## src/rtl/ldw_fetch_pkg.sv

```systemverilog
// ldw_fetch_pkg
// Shared constants for the instruction-fetch front end.
//   RESET_PC_DEFAULT : default first fetch address after reset
//   INST_W           : instruction word width
//   PC_STEP          : sequential PC increment, in bytes
//   NOP_INST         : encoding used for empty instruction slots
package ldw_fetch_pkg;

    localparam logic [31:0]       RESET_PC_DEFAULT = 32'h0000_0000;
    localparam int                INST_W           = 32;
    localparam int                PC_STEP          = 4;
    localparam logic [INST_W-1:0] NOP_INST         = 32'h0000_0000;

endpackage

```

## src/rtl/ldw_fetch_hold.sv

```systemverilog
// ldw_fetch_hold
// Single-entry skid register sitting between the instruction memory response
// and the IF/ID register. It parks a response that decode refused, and
// selects either the parked entry or the live memory response as the output.
// Ports:
//   clk, rst_n        : clock, asynchronous active-low reset
//   rsp_v             : a memory response is present this cycle
//   rsp_pc, rsp_inst  : PC and data of that response
//   id_ready          : decode accepts the presented instruction
//   redirect_valid    : redirect this cycle; drops anything parked
//   hold_v            : the skid entry holds an instruction
//   sel_pc, sel_inst  : instruction presented downstream
module ldw_fetch_hold
    import ldw_fetch_pkg::*;
#(
    parameter int ADDR_W = 32
) (
    input  logic              clk,
    input  logic              rst_n,
    input  logic              rsp_v,
    input  logic [ADDR_W-1:0] rsp_pc,
    input  logic [INST_W-1:0] rsp_inst,
    input  logic              id_ready,
    input  logic              redirect_valid,
    output logic              hold_v,
    output logic [ADDR_W-1:0] sel_pc,
    output logic [INST_W-1:0] sel_inst
);

    logic [ADDR_W-1:0] hold_pc;
    logic [INST_W-1:0] hold_inst;
    logic              capture;
    logic              clear;

    // The memory read data is only valid for one cycle, so a refused response
    // must be copied here or it is lost. A redirect makes it dead anyway.
    assign capture = rsp_v & ~id_ready & ~redirect_valid;
    assign clear   = id_ready | redirect_valid;

    always_ff @(posedge clk or negedge rst_n) begin
        if (!rst_n) begin
            hold_v    <= 1'b0;
            hold_pc   <= '0;
            hold_inst <= NOP_INST;
        end else if (clear) begin
            hold_v <= 1'b0;
        end else if (capture) begin
            hold_v    <= 1'b1;
            hold_pc   <= rsp_pc;
            hold_inst <= rsp_inst;
        end
    end

    // The issue logic never lets a new response arrive while an entry is
    // parked, so the parked entry always takes priority without conflict.
    always_comb begin
        if (hold_v) begin
            sel_pc   = hold_pc;
            sel_inst = hold_inst;
        end else begin
            sel_pc   = rsp_pc;
            sel_inst = rsp_inst;
        end
    end

endmodule

```

## src/rtl/ldw_fetch.sv

```systemverilog
// ldw_fetch
// Instruction-fetch front end. Drives the word address to a synchronous
// instruction memory (one cycle read latency), pairs the returned word with
// its PC, absorbs decode backpressure with a one-entry skid register and
// handles branch/jump redirects with a single bubble.
// Ports:
//   clk, rst_n      : clock, asynchronous active-low reset
//   fetch_en        : allow new fetches to be issued
//   redirect_valid  : taken branch/jump this cycle
//   redirect_pc     : redirect target (low two bits ignored)
//   imem_addr       : byte address presented to the instruction memory
//   imem_inst       : memory data for the address presented last cycle
//   if_valid        : if_pc/if_inst carry a live instruction
//   if_pc, if_inst  : delivered instruction and its PC
//   id_ready        : decode accepts; transfer on if_valid & id_ready
module ldw_fetch
    import ldw_fetch_pkg::*;
#(
    parameter int                ADDR_W   = 32,
    parameter logic [ADDR_W-1:0] RESET_PC = ADDR_W'(RESET_PC_DEFAULT)
) (
    input  logic              clk,
    input  logic              rst_n,
    input  logic              fetch_en,
    input  logic              redirect_valid,
    input  logic [ADDR_W-1:0] redirect_pc,
    output logic [ADDR_W-1:0] imem_addr,
    input  logic [INST_W-1:0] imem_inst,
    output logic              if_valid,
    output logic [ADDR_W-1:0] if_pc,
    output logic [INST_W-1:0] if_inst,
    input  logic              id_ready
);

    logic [ADDR_W-1:0] pc_q;
    logic              req_v;
    logic [ADDR_W-1:0] req_pc;
    logic              hold_v;
    logic              rsp_v;
    logic              out_v;
    logic              issue;

    assign rsp_v = req_v;
    assign out_v = hold_v | rsp_v;

    // The redirect cycle itself delivers nothing: whatever is on the output
    // belongs to the wrong path.
    assign if_valid = out_v & ~redirect_valid;

    // Redirect targets go straight to the memory so the target's data is
    // back the very next cycle.
    assign imem_addr = redirect_valid ? {redirect_pc[ADDR_W-1:2], 2'b00} : pc_q;

    // A new fetch is only issued when its response has somewhere to go: the
    // output is empty, or the current output is being consumed this cycle.
    assign issue = redirect_valid | (fetch_en & (~out_v | id_ready));

    always_ff @(posedge clk or negedge rst_n) begin
        if (!rst_n) begin
            pc_q   <= RESET_PC;
            req_v  <= 1'b0;
            req_pc <= '0;
        end else if (issue) begin
            req_v  <= 1'b1;
            req_pc <= imem_addr;
            pc_q   <= imem_addr + ADDR_W'(PC_STEP);
        end else begin
            req_v <= 1'b0;
        end
    end

    ldw_fetch_hold #(
        .ADDR_W (ADDR_W)
    ) u_hold (
        .clk            (clk),
        .rst_n          (rst_n),
        .rsp_v          (rsp_v),
        .rsp_pc         (req_pc),
        .rsp_inst       (imem_inst),
        .id_ready       (id_ready),
        .redirect_valid (redirect_valid),
        .hold_v         (hold_v),
        .sel_pc         (if_pc),
        .sel_inst       (if_inst)
    );

endmodule
```

## config.mk

```make
export PLATFORM = sky130hd
export DESIGN_NAME = ldw_fetch
export DESIGN_NICKNAME = d
export VERILOG_FILES = /design/src/rtl/ldw_fetch_pkg.sv /design/src/rtl/ldw_fetch_hold.sv /design/src/rtl/ldw_fetch.sv
export SDC_FILE = /design/constraint.sdc
export NUM_CORES = 1
export LEC_CHECK = 0
export ABC_AREA = 0
export BUFFER_PORTS_ARGS = -buffer_cell sky130_fd_sc_hd__clkbuf_2
export CAP_MARGIN = 30
export CORE_MARGIN = 2
export CORE_UTILIZATION = 49
export DETAILED_ROUTE_END_ITERATION = 8
export PLACE_DENSITY = 0.87
export SKIP_LAST_GASP = 1
export SYNTH_ARGS = -nofsm -noshare
export SYNTH_HDL_FRONTEND = slang
export SYNTH_HIERARCHICAL = 1
export SYNTH_SLANG_ARGS = --single-unit
export TNS_END_PERCENT = 30
```

## constraint.sdc

```tcl
create_clock -name clk -period 1.9 [get_ports clk]
set_input_delay 0.095 -clock clk [delete_from_list [all_inputs] [get_ports clk]]
set_output_delay 0.095 -clock clk [all_outputs]
set_load 0.05 [all_outputs]
```

==> run_results.csv <==
group,metric,value,unit
final_layout,drive_gt1_share,48.5,%
status,violations,"setup timing",
yosys,ys_seq_elements,128,
yosys,synth_common_cells,"128 x dfrtp_1, 87 x mux2_2, 63 x nor2_1, 60 x mux2_4, 29 x a21oi_1",
detailed_routing,drcViolationCount,0,
detailed_routing,wl_per_cell,18.3,um
final_layout,area_growth,32.8,%
timing,worst_clock_skew,0.00550,ns
detailed_routing,dr.pass1.iters,5,
yosys,synthSimpleGateAreaFrac,11.6,%
hold_path,hold_path_class,"primary input to flip-flop",
pwr,ir_drop,830,uV
detailed_routing,drtIter0Drc,389,
place,dp_cells,971,
yosys,synth_warnings,6,
place,io_buffers,163,
global_routing,track_usage,24.3,%
timing,min_period,1.93,ns
final_layout,diodes,0,
pwr,powerDensity,1110,mW/mm2
yosys,syn_inst,602,
timing,rsz0062_at_grt,"true",
timing,final_hold_viol_count,0,
pwr,p_leak,4.48,nW
critical_path,crit_fanout,3,
critical_path,slowest_delay,0.39,ns
final_layout,nNetsFinal,915,
timing,slew_violations,0,
place,place.gp.congestion,0.875,
yosys,ys_top_cells_by_area,"dfrtp_1 45%, mux2_2 14%, mux2_4 13%",
yosys,syn_area,0.00717,mm2
clocking,cts_root_buf,"clkbuf_16",
clocking,clk_path_buf_depth,2,
detailed_routing,via_count,5662,
floorplanning,fp.dieW,125,um
final_layout,fin_area,0.00952,mm2
place,dp_slack,-0.110,ns
global_routing,grt_pass1_vias,5827,
final_layout,multiInputGateArea,0.00367,mm2
clocking,clkTransAtPathRegs,0.05,ns
yosys,synth_fa_ha_area_share,0.175,%
run,maxCapViolCount,0,
yosys,yosysUniqueCellTypes,52,
critical_path,start_kind,"flip-flop",
timing,slew_headroom,69.9,%
clocking,cts_num_sinks,128,
hold_path,hold_path_depth,3,
detailed_routing,antenna_left,0,
status,status,"complete, but fails checks",
final_layout,fillers,1085,
critical_path,worstRegToRegCells,8,
global_routing,grt_pass1_wl,30200,um
final_layout,regArea,0.00320,mm2
place,dpl.hpwl,13000,um
yosys,synth.most_common_cell,"dfrtp_1",
critical_path,worstPathArrival,2.25,ns
yosys,synth.avg_cell_area,11.9,um2
timing,finalSetupViolCount,3,
yosys,synth_async_sr_flop_share,100,%
critical_path,crit_chain,"mux2_4 > ha_4 > nand4_1 > a222oi_1 > buf_4 > and4_4 > a21oi_2 > o31ai_2",
floorplanning,coreArea,0.0144,mm2
critical_path,end_kind,"flip-flop",
floorplanning,io_pins,166,
timing,post-route-period-util,102,%
place,placed_cell_area,0.00850,mm2
detailed_routing,wl,19000,um
timing,layout_setup_ws,-0.0286,ns
timing,tightest_slew,0.451,ns
timing,clock.fmax,0.519,GHz
yosys,synth-main-ff-cell,"dfrtp_1",
yosys,synth_top_area_share,44.7,%
floorplanning,rows,44,
global_routing,antenna_found_initial,0,
floorplanning,initial_core_util,49.7,%
yosys,synth_top_family_by_area,"multiplexers",
clocking,clkLatencyLatePin,0.41,ns
yosys,synth-xor-area-share,2.57,%
global_routing,overflow,0,
critical_path,cpMaxStageDelayCell,"a222oi_1",
critical_path,critPathKind,"flip-flop to flip-flop",
yosys,yosys.area.top_type,"dfrtp_1",
global_routing,grt_max_degree,67,
detailed_routing,vias_per_cell,5.44,
clocking,ctsHtreeMaxLevel,4,
floorplanning,dieArea,0.0156,mm2
clocking,cts_buffers,17,
yosys,synthMuxAreaShare,29.7,%
yosys,synth.net_count,672,
final_layout,fin_cells,1040,
yosys,seq_area_frac_synth,44.7,%
floorplanning,die_y,125,um
yosys,synth_compound_gate_area_share,6.39,%
yosys,synth_edf_count,0,
critical_path,cp_data_required_time,2.22,ns
clocking,cts_tree,"done",
==> layout by cell type (no fill, tap or decap), types with 2 or more instances in the layout <==
master and count:
a211oi_1 3, a21o_1 2, a21oi_1 27, a21oi_2 2, a22oi_2 2, and2_1 3, buf_12 9, buf_4 49
buf_6 3, bufinv_16 2, clkbuf_1 2, clkbuf_16 18, clkbuf_2 160, clkbuf_8 5, clkinv_2 4, dfrtp_1 127
dlygate4sd3_1 34, inv_1 15, mux2_2 85, mux2_4 62, mux2i_1 25, nand2_1 26, nand2b_1 4, nand3_1 13
nand3b_1 3, nand4_1 23, nand4b_1 8, nor2_1 63, nor2b_1 5, nor3_1 6, o21a_1 10, o21ai_0 5
o22ai_1 4, o31ai_1 2, xnor2_1 12, xor2_1 9
==> final cells by class <==
cell class / instances / share of cell area, %
well taps: 184 / 2.42
multi-input cells: 425 / 38.5
clock buffers: 24 / 5.27
flip-flops and latches: 128 / 33.7
repair buffers: 257 / 18.7
inverters: 16 / 0.631
clock inverters: 6 / 0.841
==> routing by layer <==
metal	GRT usage (%)	vias to the layer above	share of wire [%]	routed length (um)
met4	6.73	0	1.6	303
li1	-	2647	-	-
met1	31.3	2781	43	8110
met5	0	-	0	0
met3	5.95	25	6.1	1170
met2	41.0	209	50	9410
==> state kept, by name, summed over array words and instances, names as in the netlist <==
name,cells
pc_q,32
req_pc,30
req_v,1
u_hold/hold_inst,32
u_hold/hold_pc,32
u_hold/hold_v,1
==> worst max-delay path: cells and delay by family, from the launching register on <==
| kind | cells | cell delay, ns |
|---|---|---|
| multiplexers | 1 | 0.17 |
| flip-flops | 1 | 0.35 |
| AO/OA/AOI/OAI | 3 | 0.66 |
| buffers and inverters | 1 | 0.19 |
| adder cells (fa/ha/maj) | 1 | 0.14 |
| AND/OR/NAND/NOR | 2 | 0.32 |
==> cell families (layout without fill, tap and decap cells) <==
family / count (synthesis) / count (layout)
buffers and inverters: 49 / 303
flip-flops: 128 / 128
multiplexers: 172 / 172
adder cells (fa/ha/maj): 1 / 1
AO/OA/AOI/OAI: 67 / 67
XOR/XNOR: 21 / 21
AND/OR/NAND/NOR: 164 / 164
==> through the flow <==
| stage | power (mW) | TNS [ns] | util (%) | hold WS, ns |
|---|---|---|---|---|
| after CTS | 10.6 | -0.0336 | 65.4 | 0.0434 |
| after floorplan | 6.36 | -2.57 | - | -0.201 |
| after detailed placement | 7.28 | -0.763 | 59.0 | 0.0477 |
| final | 10.6 | -0.0613 | 66.0 | 0.0536 |
| after global routing | 11.0 | -0.633 | 66.0 | 0.0849 |
| after global placement | 7.18 | -0.0119 | 59.0 | 0.0532 |
==> where the power goes <==
group	leakage [nW]	switching [mW]	internal, mW	total [mW]
registers	1.50	0.422	3.33	3.76
clock network	0.292	1.13	2.08	3.21
logic	2.69	2.15	1.45	3.60
total	4.48	3.70	6.87	10.6
==> path summary, 6_finish.rpt <==
| path | startpoint | end | slack, ns |
|---|---|---|---|
| max in group asynchronous | rst_n | u_hold/hold_inst[12]$_DFFE_PN0P_ | 1.08 |
| min in group asynchronous | rst_n | u_hold/hold_inst[0]$_DFFE_PN0P_ | 0.20 |
| hold / removal | redirect_pc[7] | pc_q[7]$_DFFE_PN0P_ | 0.05 |
| setup / recovery | pc_q[2]$_DFFE_PN0P_ | pc_q[22]$_DFFE_PN0P_ | -0.03 |
| hold reg to reg | u_hold/hold_pc[1]$_DFFE_PN0P_ | u_hold/hold_pc[1]$_DFFE_PN0P_ | 0.50 |
| setup reg to reg | pc_q[2]$_DFFE_PN0P_ | pc_q[22]$_DFFE_PN0P_ | -0.03 |
==> what timing repair did <==
item | in CTS | in global routing
setup buffers | 1 | 3
endpoints found under the hold margin | 82 | 0
gates resized for setup | 0 | 9
setup endpoints to repair | 6 | 76
hold buffers | 34 | 0
gates cloned | 0 | 1
pin swaps | 1 | 15
Power figures use the tool's default switching activity.
